`config.mk`:
```
export PLATFORM = sky130hd
export DESIGN_NAME = filtre_serilestirici
export DESIGN_NICKNAME = d
export VERILOG_FILES = /design/src/rtl/filtre_serilestirici.sv
export SDC_FILE = /design/constraint.sdc
export NUM_CORES = 1
export LEC_CHECK = 0
export CORE_ASPECT_RATIO = 0.6
export CORE_UTILIZATION = 58
export CTS_BUF_LIST = sky130_fd_sc_hd__clkbuf_8
export DETAILED_ROUTE_END_ITERATION = 12
export GPL_TIMING_DRIVEN = 0
export PLACE_DENSITY_LB_ADDON = 0.3
export SLEW_MARGIN = 20
export SYNTH_ARGS = -nofsm -noshare
export SYNTH_HDL_FRONTEND = slang
export SYNTH_SLANG_ARGS = --single-unit
```
`constraint.sdc`:
```
create_clock -name clk -period 2.4 [get_ports clk]
set_input_delay 0.36 -clock clk [delete_from_list [all_inputs] [get_ports clk]]
set_output_delay 0.36 -clock clk [all_outputs]
set_load 0.05 [all_outputs]
```
`src/rtl/filtre_serilestirici.sv`:
```
// filtre_serilestirici: legality check of filtered pixel words, FIFO buffering,
// and framed MSB-first serial transmission (start, 5 data, even parity, stop).
module filtre_serilestirici #(
  parameter int FIFO_DERINLIK = 4,
  parameter int BIT_BOLEN     = 4
) (
  input  logic                             clk,
  input  logic                             rst_n,
  input  logic [4:0]                       filtrelenmis_resim,
  input  logic                             giris_gecerli,
  output logic                             giris_hazir,
  output logic                             seri_cikis,
  output logic                             mesgul,
  output logic [$clog2(FIFO_DERINLIK):0]   doluluk,
  output logic [7:0]                       piksel_sayaci,
  output logic [7:0]                       gecersiz_sayaci
);

  localparam int AW = $clog2(FIFO_DERINLIK);
  localparam int TW = (BIT_BOLEN > 1) ? $clog2(BIT_BOLEN) : 1;
  localparam logic [AW:0]   DOLU = (AW+1)'(FIFO_DERINLIK);
  localparam logic [TW-1:0] SON  = TW'(BIT_BOLEN - 1);

  typedef enum logic [2:0] {BOS, BASLA, VERI, ESLIK, DUR} durum_t;

  durum_t          durum, durum_n;
  logic [TW-1:0]   zaman, zaman_n;
  logic [2:0]      indis, indis_n;
  logic [4:0]      kaydirma, kaydirma_n;
  logic            eslik, eslik_n;
  logic            seri_n;
  logic            cek, sayac_artir;
  logic            calisiyor;

  logic [4:0]      bellek [FIFO_DERINLIK];
  logic [AW-1:0]   yaz_ptr, oku_ptr;

  logic            yasal, aktarim, itme, gecersiz, bos_degil, son;

  // Handshake and legality of the incoming word
  always_comb begin
    yasal     = filtrelenmis_resim[4] ? (filtrelenmis_resim[3:1] == 3'b000)
                                      : !filtrelenmis_resim[0];
    aktarim   = giris_gecerli && giris_hazir;
    itme      = aktarim && yasal;
    gecersiz  = aktarim && !yasal;
    bos_degil = (doluluk != '0);
    son       = (zaman == SON);
    mesgul    = (durum != BOS);
    // calisiyor keeps ready low while in reset even though the FIFO is empty
    giris_hazir = calisiyor && (doluluk != DOLU);
  end

  // FIFO storage; pointers wrap naturally because depth is a power of two
  always_ff @(posedge clk) begin
    if (itme) bellek[yaz_ptr] <= filtrelenmis_resim;
  end

  // FIFO pointers, occupancy and counters
  always_ff @(posedge clk or negedge rst_n) begin
    if (!rst_n) begin
      yaz_ptr         <= '0;
      oku_ptr         <= '0;
      doluluk         <= '0;
      piksel_sayaci   <= '0;
      gecersiz_sayaci <= '0;
      calisiyor       <= 1'b0;
    end else begin
      calisiyor <= 1'b1;
      if (itme) yaz_ptr <= yaz_ptr + AW'(1);
      if (cek)  oku_ptr <= oku_ptr + AW'(1);
      case ({itme, cek})
        2'b10:   doluluk <= doluluk + (AW+1)'(1);
        2'b01:   doluluk <= doluluk - (AW+1)'(1);
        default: doluluk <= doluluk;
      endcase
      if (sayac_artir) piksel_sayaci <= piksel_sayaci + 8'd1;
      if (gecersiz && (gecersiz_sayaci != 8'hFF))
        gecersiz_sayaci <= gecersiz_sayaci + 8'd1;
    end
  end

  // Transmit FSM state register; serial line registered from next-state values
  always_ff @(posedge clk or negedge rst_n) begin
    if (!rst_n) begin
      durum      <= BOS;
      zaman      <= '0;
      indis      <= '0;
      kaydirma   <= '0;
      eslik      <= 1'b0;
      seri_cikis <= 1'b1;
    end else begin
      durum      <= durum_n;
      zaman      <= zaman_n;
      indis      <= indis_n;
      kaydirma   <= kaydirma_n;
      eslik      <= eslik_n;
      seri_cikis <= seri_n;
    end
  end

  // Next-state, pop and line-level decode
  always_comb begin
    durum_n     = durum;
    zaman_n     = zaman + TW'(1);
    indis_n     = indis;
    kaydirma_n  = kaydirma;
    eslik_n     = eslik;
    cek         = 1'b0;
    sayac_artir = 1'b0;
    case (durum)
      BOS: begin
        zaman_n = '0;
        if (bos_degil) begin
          cek        = 1'b1;
          kaydirma_n = bellek[oku_ptr];
          eslik_n    = ^bellek[oku_ptr];
          durum_n    = BASLA;
        end
      end
      BASLA: if (son) begin
        zaman_n = '0;
        indis_n = 3'd4;
        durum_n = VERI;
      end
      VERI: if (son) begin
        zaman_n = '0;
        if (indis == 3'd0) durum_n = ESLIK;
        else               indis_n = indis - 3'd1;
      end
      ESLIK: if (son) begin
        zaman_n = '0;
        durum_n = DUR;
      end
      DUR: if (son) begin
        zaman_n     = '0;
        sayac_artir = 1'b1;
        // back-to-back frames: pop straight into the next start bit
        if (bos_degil) begin
          cek        = 1'b1;
          kaydirma_n = bellek[oku_ptr];
          eslik_n    = ^bellek[oku_ptr];
          durum_n    = BASLA;
        end else begin
          durum_n = BOS;
        end
      end
      default: begin
        durum_n = BOS;
        zaman_n = '0;
      end
    endcase

    seri_n = 1'b1;
    case (durum_n)
      BASLA:   seri_n = 1'b0;
      VERI:    seri_n = kaydirma_n[indis_n];
      ESLIK:   seri_n = eslik_n;
      default: seri_n = 1'b1;
    endcase
  end

endmodule

```
# ---- After elaboration in Yosys (flattened, before gate mapping)
# Memories as Yosys holds them, arrays and structs flattened.
# Index checks and enable logic that the tools add are counted.
dict set report word_totals {
  regBits 39
  input_bits 8
  word_cells 81
  mem_count 1
  output_inout_bits 22
  ram_bits 20
}
# name words width read_ports rd_clocked_by_memory_dff wr line_no
set memory_table {}
lappend memory_table {bellek 4 5 1 0 1 35} ;# logic [4:0] bellek [FIFO_DERINLIK];
dict set report op_classes {
  reduce_logical 15
  n_addsub 8
  n_mux 32
  magnitude_cmp 1
  eq_ne 12
}
# operator count
set ops {}
lappend ops {{$mux 3} 9}
lappend ops {{$add 8x1->8 const B} 2}
lappend ops {{$pmux 3 s5} 1}
lappend ops {{$eq 3x2->1 const B} 4}
lappend ops {{$pmux 3 s2} 2}
lappend ops {{$mux 1} 11}
lappend ops {{$mux 5} 2}
lappend ops {{$pmux 5 s2} 1}
lappend ops {{$logic_not 3->1} 3}
lappend ops {{$ne 8x8->1 const B} 1}
lappend ops {{$add 2x1->2 const B} 3}
lappend ops {{$eq 3x1->1 const B} 2}
lappend ops {{$reduce_bool 3->1} 2}
lappend ops {{$sub 3x1->3 const B} 2}
lappend ops {{$logic_and 1x1->1} 5}
lappend ops {{$reduce_xor 5->1} 1}
lappend ops {{$eq 2x2->1 const B} 2}
lappend ops {{$lt 3x4->1 const B} 1}
lappend ops {{$mux 2} 2}
lappend ops {{$pmux 1 s2} 2}
lappend ops {{$reduce_or 4->1} 1}
lappend ops {{$add 3x1->3 const B} 1}
lappend ops {{$bmux 1 s3} 1}
lappend ops {{$eq 3x3->1 const B} 1}
lappend ops {{other kinds (5)} 6}

# ---- Logic depth before layout (Yosys ltp)
# Gate-level depths: netlist of the first run.
dict set report depth {
  ltp_word 7
  mapped_depth 11
}

# ---- Worst setup path after synthesis of the first run
# Ideal clock, no wire load.
dict set report synth_path {
  kind {register to register}
  start {register doluluk[1]}
  end {register doluluk[2]}
  setup_slack_ps -838
  required_ps 2255
  arrival_ps 3093
  path_stages_with_launch 10
  n_path_buf 0
  synth_period_minus_slack_ps 3238
  path_cell_list {dfrtp_1 -> inv_1 -> a31oi_1 -> nand3_1 -> ha_1 -> inv_1 -> fa_1 -> xor2_1 -> nor2_1 -> xor2_1}
}
dict set report synth_via {
  elab_chain_len 6
  elab_cells_between_ends 14
  cone_classes {add/sub (2); eq/ne (3); mux (4); reduce/logical (5)}
}
# element line_no
set synth_rtl {}
lappend synth_rtl {{start, declared} 14} ;# output logic [$clog2(FIFO_DERINLIK):0] doluluk,
lappend synth_rtl {{start signal, assigned} 73} ;# 2'b10: doluluk <= doluluk + (AW+1)'(1);
lappend synth_rtl {{start signal, assigned} 74} ;# 2'b01: doluluk <= doluluk - (AW+1)'(1);
lappend synth_rtl {{start signal, assigned} 75} ;# default: doluluk <= doluluk;
lappend synth_rtl {{$ne 3x3->1 *} 51} ;# giris_hazir = calisiyor && (doluluk != DOLU);
lappend synth_rtl {{$logic_and 1x1->1 *} 51}
lappend synth_rtl {{via giris_hazir} 11} ;# output logic giris_hazir,
lappend synth_rtl {{$logic_and 1x1->1 *} 44} ;# aktarim = giris_gecerli && giris_hazir;
lappend synth_rtl {{$logic_and 1x1->1 *} 45} ;# itme = aktarim && yasal;
lappend synth_rtl {{$eq 2x1->1 / $eq 2x2->1 (equally long branches)} 72} ;# case ({itme, cek})
lappend synth_rtl {{$pmux 3 s2 / $reduce_bool 2->1 (equally long branches)} n/a}
# The timed path passes the listed nets; every way through them passes the cells marked *.
# A chain may end at the register's enable or synchronous reset.

# ---- Worst setup path after layout of the first run
dict set report layout_path {
  start {register zaman[0]}
  end {register doluluk[2]}
}
dict set report layout_via {
  elab_chain_len 5
  elab_cells_between_ends 7
  cone_classes {eq/ne (3); mux (3); reduce/logical (1)}
}
# element line_no
set layout_rtl {}
lappend layout_rtl {{start, declared} 27} ;# logic [TW-1:0] zaman, zaman_n;
lappend layout_rtl {{start signal, assigned} 94} ;# zaman <= zaman_n;
lappend layout_rtl {{$eq 2x2->1 *} 48} ;# son = (zaman == SON);
lappend layout_rtl {{$mux 1 *} 135} ;# DUR: if (son) begin
lappend layout_rtl {{$pmux 1 s2 *} 111} ;# case (durum)
lappend layout_rtl {{via cek} 32} ;# logic cek, sayac_artir;
lappend layout_rtl {{$eq 2x1->1 / $eq 2x2->1 (equally long branches)} 72}
lappend layout_rtl {{$pmux 3 s2 / $reduce_bool 2->1 (equally long branches)} n/a}
# Marked as above.

==> results_dict.tcl, run 1 <==
set metrics [dict create \
    status "completed" \
    grt_pass1_vias 1732 \
    setup_viol 0 \
    tightest_slew_ps 550 \
    core_area_um2 4590 \
    yosys-top-cells-count "dfrtp_1, edfxtp_1, xnor2_1, nand2_1, inv_1" \
    power_uw 4270 \
    layout_min_cycle_time_ps 2300 \
    start_util_pct 60.3 \
    die_area_um2 5060 \
    arrival_ps 2550 \
    grt_use_total_pct 23.2 \
    dp_hpwl_mm 3.61 \
    numCtsBuffers 9 \
    synth.area.top_cells "dfrtp_1, edfxtp_1, xnor2_1" \
    leakagePower_uw 0.00142 \
    via_per_inst 5.38 \
    critPathMaxFanout 10 \
    io_buffer_count 29 \
    num_vias 1793 \
    yosysWarnings 0 \
    clk_pin_slew_ps 70 \
    antenna-diode-count 0 \
    drive_above_1_share_pct 19.6 \
    cts_max_path_buffers 2 \
    htreeDepth 3 \
    nNetsFinal 284 \
    regArea_um2 1580 \
    synth_flop_cell "dfrtp_1" \
    rows 19 \
    totalWireLength_mm 5.27 \
    max_freq_mhz 434 \
    ys_seq_elements 59 \
    p_per_area_nw_per_um2 1230 \
    fin_cells 333 \
    synth_fp_nets 238 \
    highest-signal-layer "met4" \
    synth_top_area_share_pct 34.4 \
    synth-edff-count 20 \
    cts.sink_count 59 \
    dp.cells 312 \
    cts_tree "built" \
    ys_seq_area_share_pct 57.0 \
    wl_met3_um 292 \
    wl_per_cell_um 15.8 \
    relSlewSlack_pct 63.2 \
    die_w_um 91.2 \
    drtIter0Drc 74 \
    syn_to_final_growth_pct 25.1 \
    drc_errors 0 \
    cts_root_buffer "clkbuf_8" \
    avgSynthCellArea_um2 12.6 \
    synth_top_area_cell "dfrtp_1" \
    cp-start-kind "register" \
    synth_cells 219 \
    finClkSkew_ps 9.18 \
    synth_most_common_cell "dfrtp_1" \
    ant_nets 0 \
    setup_ws_ps 96.0 \
    utilization_pct 75.4 \
    end_kind "register" \
    irDropWorstVdd_mv 1.01 \
    multi_input_area_um2 1150 \
    synth.distinct_cells 49 \
    post-place-ws_ps -493 \
    path_class "reg -> reg" \
    finalWeightedCongestion 0.796 \
    grt_pass1_wl_mm 8.67 \
    synthArstFlopShare_pct 66.1 \
    grt_max_degree 32 \
    hold_class "in -> async" \
    clk_latency_ps 330 \
    fin_crit_sh_pct 96.0 \
    required_ps 2650 \
    drtPass1Iterations 4 \
    slew_viol_final 0 \
    die_y_um 55.5 \
    netlist_area_um2 2770 \
    grt_antenna_before_repair 0 \
    finalHoldViolCount 0 \
    wl_met1_mm 2.56 \
    dr_wl_met2_mm 2.33 \
    fillCellCount 272 \
    io_pins 30 \
    max_cap_viol_count 0 \
    timing.setup.tns_ps 0 \
    grt_overflow 0 \
]
critical path: stages (launching register included):
cell      delay, ps
dfrtp_1         390
ha_4            160
buf_6           130
nand2b_4        130
o311a_4         210
buf_8           140
ha_2            190
inv_1            50
fa_1            370
xor2_1          150
nor2_1          140
xor2_1          160
final cells by class:
type                       count  share of cell area, %
buffer                         8                   1.74
clock buffer                  10                   3.98
inverter                      16                   1.74
multi-input combinational    136                   33.2
timing repair buffer          35                   9.95
sequential                    59                   45.7
tap                           63                   2.28
clock inverter                 6                   1.45
through the flow:
step / cell area (um^2) / hold WS [ps]
after global routing: 3460 / 415
after global placement: 3150 / 426
after detailed placement: 3170 / 233
after floorplan: 2790 / 64.4
after CTS: 3410 / 413
final: 3460 / 409
flip-flops by register name, summed over array words and instances (netlist names), 2 cells and up:
| register | cells |
|---|---|
| kaydirma | 5 |
| piksel_sayaci | 8 |
| indis | 3 |
| durum | 3 |
| yaz_ptr | 2 |
| gecersiz_sayaci | 8 |
| bellek | 20 |
| doluluk | 3 |
| zaman | 2 |
| oku_ptr | 2 |
layout by cell type (no fill, tap or decap), types with 4 or more instances in the layout:
| cell type | synthesis | layout |
|---|---|---|
| a21oi_1 | 6 | 6 |
| and3_1 | 4 | 4 |
| buf_4 | 0 | 4 |
| clkbuf_8 | 0 | 10 |
| clkdlybuf4s50_1 | 0 | 27 |
| dfrtp_1 | 38 | 35 |
| edfxtp_1 | 20 | 20 |
| ha_1 | 10 | 8 |
| inv_1 | 14 | 18 |
| mux2_1 | 4 | 4 |
| mux2_2 | 4 | 4 |
| mux4_2 | 5 | 5 |
| nand2_1 | 16 | 16 |
| nand2b_1 | 8 | 7 |
| nand3_1 | 5 | 4 |
| nand4_1 | 5 | 5 |
| nor2_1 | 10 | 8 |
| xnor2_1 | 17 | 17 |
| xor2_1 | 7 | 7 |
worst paths after layout:
path | endpoint | slack (ps) | cells after the start | startpoint
setup / recovery | doluluk[2]$_DFFE_PN0P_ | 100 | 11 | zaman[0]$_DFF_PN0_
hold / removal | durum[2]$_DFF_PN0_ | 410 | 2 | rst_n
setup reg to reg | doluluk[2]$_DFFE_PN0P_ | 100 | 11 | zaman[0]$_DFF_PN0_
hold reg to reg | piksel_sayaci[7]$_DFFE_PN0P_ | 480 | 1 | piksel_sayaci[7]$_DFFE_PN0P_
max in group asynchronous | doluluk[2]$_DFFE_PN0P_ | 1550 | 3 | rst_n
min in group clk | piksel_sayaci[7]$_DFFE_PN0P_ | 480 | 1 | piksel_sayaci[7]$_DFFE_PN0P_
routing by layer:
layer / vias to the layer above / GRT usage [%]
met5: - / 0
met4: 0 / 8.16
met3: 10 / 8.68
met2: 46 / 32.7
met1: 880 / 33.3
li1: 857 / -
kinds of logic after synthesis:
| group | synth area share, % |
|---|---|
| AO/OA/AOI/OAI | 5.74 |
| XOR/XNOR | 7.60 |
| adder cells (fa/ha/maj) | 5.25 |
| buffers and inverters | 3.75 |
| flip-flops | 57.0 |
| multiplexers | 7.69 |
| other | 0.136 |
| AND/OR/NAND/NOR | 12.8 |
timing repair:
action | CTS | global route
setup endpoints to repair | 3 | 6
endpoints found under the hold margin | 7 | 0
setup buffers | 2 | 2
resized for setup | 6 | 9
pin swaps | 1 | 3
hold buffers | 1 | 0
power by group:
part | leakage, uW | internal [uW] | switching (uW)
sequential | 0.000660 | 1290 | 218
clock | 0.000111 | 491 | 361
combinational | 0.000651 | 839 | 1070
total | 0.00142 | 2620 | 1650
(Power assumes the default switching activity.)
==> inputs of run 2 (changes only) <==
ABC_AREA = 1   (was unset)
CORE_UTILIZATION = 59   (was 58)
==> run 2 against run 1 <==
Against the previous run: hold slack improved by 4.2 ps; synthesized cell count increased by 43%; core utilization increased by 0.71 points; non-clock buffer count decreased by 8; worst setup slack improved by 67 ps; via count increased by 24%; flip-flop and latch count unchanged; wire length increased by 15%; critical path type is now in -> reg; critical endpoint is now doluluk[1]$_DFFE_PN0P_; largest cell class unchanged; highest routed layer unchanged.
==> results_dict.tcl, run 2 <==
set metrics [dict create \
    end_kind "register" \
    path_class "in -> reg" \
    status "completed" \
    grt_overflow 0 \
    antenna-diode-count 0 \
    ant_nets 0 \
    utilization_pct 76.1 \
    synth_most_common_cell "nand2_1" \
    max_cap_viol_count 0 \
    post-place-ws_ps -248 \
    totalWireLength_mm 6.07 \
    layout_min_cycle_time_ps 2240 \
    top_register "bellek" \
    required_ps 2660 \
    hold_class "in -> async" \
    power_switching_uw 2080 \
    critPathMaxFanout 8 \
    syn_to_final_growth_pct 21.4 \
    cts_tree "built" \
    synth_cells 313 \
    clk_latency_ps 340 \
    timing.rr.end "doluluk[2]$_DFFE_PN0P_" \
    grt_use_total_pct 26.0 \
    synth_top_area_cell "dfrtp_1" \
    setup_ws_ps 163 \
    nNetsFinal 374 \
    drc_errors 0 \
    wl_per_cell_um 14.3 \
    yosysWarnings 0 \
    drive_above_1_share_pct 16.4 \
    yosys-top-cells-count "nand2_1, dfrtp_1, inv_1, nor2_1, nand3_1" \
    drtIter0Drc 120 \
    leakagePower_uw 0.00164 \
    multi_input_area_um2 1190 \
    r2r_cells 11 \
    ys_seq_elements 59 \
    via_per_inst 5.27 \
    path_cells "clkdlybuf4s50_1, nand2_1, o32ai_2, nand2_2, ha_1, inv_1, fa_1, o21ai_0" \
    largest_reg_flops 20 \
    max_stage_delay_ps 630 \
    finalWeightedCongestion 0.789 \
    htreeDepth 3 \
    swShare_pct 44.6 \
    finClkSkew_ps 7.74 \
    die_w_um 93.1 \
    tightest_slew_ps 538 \
    fin_cells 423 \
    finalHoldViolCount 0 \
    synth.distinct_cells 36 \
    io_buffer_count 29 \
    grt_setup_unrepaired "no" \
    layout_commonest_cell "nand2_1" \
    synthArstFlopShare_pct 66.1 \
    regToRegSetupSlack_ps 190 \
    cp-start-kind "input port" \
    synth_fp_nets 332 \
    grt_pass1_wl_mm 10.0 \
    slowest_stage "clkdlybuf4s50_1" \
    fin_area_um2 3560 \
    dp.cells 406 \
    netlist_area_um2 2940 \
    grt_max_degree 31 \
    drtPass1Iterations 4 \
    synth_top_area_share_pct 32.4 \
    p_per_area_nw_per_um2 1310 \
    die_area_um2 5270 \
    synth_flop_cell "dfrtp_1" \
    grt_pass1_vias 2148 \
    regArea_um2 1580 \
    num_vias 2229 \
    io_pins 30 \
    clk_pin_slew_ps 70 \
    fillCellCount 292 \
    irDropWorstVdd_mv 1.15 \
    dp_hpwl_mm 4.37 \
    core_area_um2 4680 \
    reg_top3 "bellek x20, gecersiz_sayaci x8, piksel_sayaci x8" \
    grt_antenna_before_repair 0 \
    rows 19 \
    internal_power_uw 2580 \
    relSlewSlack_pct 64.0 \
    slew_viol_final 0 \
    avgSynthCellArea_um2 9.38 \
    power.share.clock_pct 19.6 \
    cts_max_path_buffers 2 \
    layout_common_cells "nand2_1, dfrtp_1, inv_1, nor2_1, clkdlybuf4s50_1" \
    cts_root_buffer "clkbuf_8" \
    pwr-share-seq_pct 31.5 \
    die_y_um 56.6 \
    timing.setup.tns_ps 0 \
    r2r_start "zaman[0]$_DFF_PN0_" \
    ys_seq_area_share_pct 53.7 \
    power.share.combinational_pct 49.0 \
    fin_crit_sh_pct 93.2 \
    synth-edff-count 20 \
    numCtsBuffers 9 \
    setup_viol 0 \
    max_freq_mhz 447 \
    placed_cell_area_um2 3340 \
    arrival_ps 2490 \
    cts.sink_count 59 \
    synth.area.top_cells "dfrtp_1, edfxtp_1, nand2_1" \
    start_util_pct 62.7 \
]
-- run 2: cell types whose count changed in the layout (fill, tap and decap cells not counted), sizes merged, moves of 4 or more --
cell | before | now
xnor2 | 17 | 9
mux4 | 5 | 0
nand3 | 5 | 29
inv | 20 | 43
nand2 | 16 | 82
mux2 | 8 | 2
nand2b | 8 | 0
buf | 11 | 6
and3 | 4 | 0
nor2 | 10 | 32
-- run 2: power by group through the flow --
stage	sequential (uW)	combinational [uW]	clock, uW
2_1_floorplan	1710	1450	0
3_3_place_gp	1470	2150	0
3_5_place_dp	1480	2230	0
4_1_cts	1460	2270	925
5_1_grt	1490	2540	960
6_report	1470	2280	910
-- run 2: repair_timing --
action                                  4_1_cts  5_1_grt
setup buffers                                 0        0
gates resized for setup                       0        3
endpoints found under the setup margin        0        2
hold endpoints to repair                      8        0
hold buffers                                  1        0
-- run 2: critical path, delay by kind of cell --
kind	cells	cell delay, ps
buffers and inverters	2	720
AND/OR/NAND/NOR	2	320
AO/OA/AOI/OAI	2	460
adder cells (fa/ha/maj)	2	630
-- run 2: layout make-up --
| type | count | share of cell area (%) |
|---|---|---|
| sequential | 59 | 44.4 |
| clock buffer | 10 | 3.86 |
| buffer | 4 | 0.983 |
| multi-input combinational | 207 | 33.4 |
| clock inverter | 6 | 1.83 |
| timing repair buffer | 31 | 8.85 |
| inverter | 43 | 4.53 |
| tap | 63 | 2.21 |
-- run 2: metrics by stage --
step	hold WS, ps	power (uW)
floorplan	64.4	3150
global placement	432	3620
detailed placement	246	3710
CTS	418	4650
global route	431	5000
finish	414	4660
-- run 2: worst max-delay path by stage --
stage,slack [ps],from,to
after CTS,90,zaman[0]$_DFF_PN0_,doluluk[2]$_DFFE_PN0P_
final,160,filtrelenmis_resim[4],doluluk[1]$_DFFE_PN0P_
after floorplan,40,doluluk[0]$_DFFE_PN0P_,doluluk[2]$_DFFE_PN0P_
after global placement,-260,filtrelenmis_resim[4],doluluk[1]$_DFFE_PN0P_
after detailed placement,-250,filtrelenmis_resim[4],doluluk[1]$_DFFE_PN0P_
after global routing,30,filtrelenmis_resim[4],doluluk[1]$_DFFE_PN0P_
-- run 2: metal layers --
| layer | vias to the layer above | track usage, % | wire length (um) |
|---|---|---|---|
| met2 | 70 | 38.8 | 2770 |
| met1 | 1054 | 36.1 | 2760 |
| li1 | 1095 | - | - |
| met3 | 10 | 9.08 | 460 |
| met4 | 0 | 7.69 | 77 |
| met5 | - | 0 | 0 |
-- run 2: cells by family after synthesis --
kind of cell	count (synthesis)	synth area share [%]
AO/OA/AOI/OAI	22	5.75
multiplexers	2	0.767
other	1	0.128
XOR/XNOR	19	5.67
AND/OR/NAND/NOR	152	22.3
flip-flops	59	53.7
buffers and inverters	47	6.69
adder cells (fa/ha/maj)	11	4.94
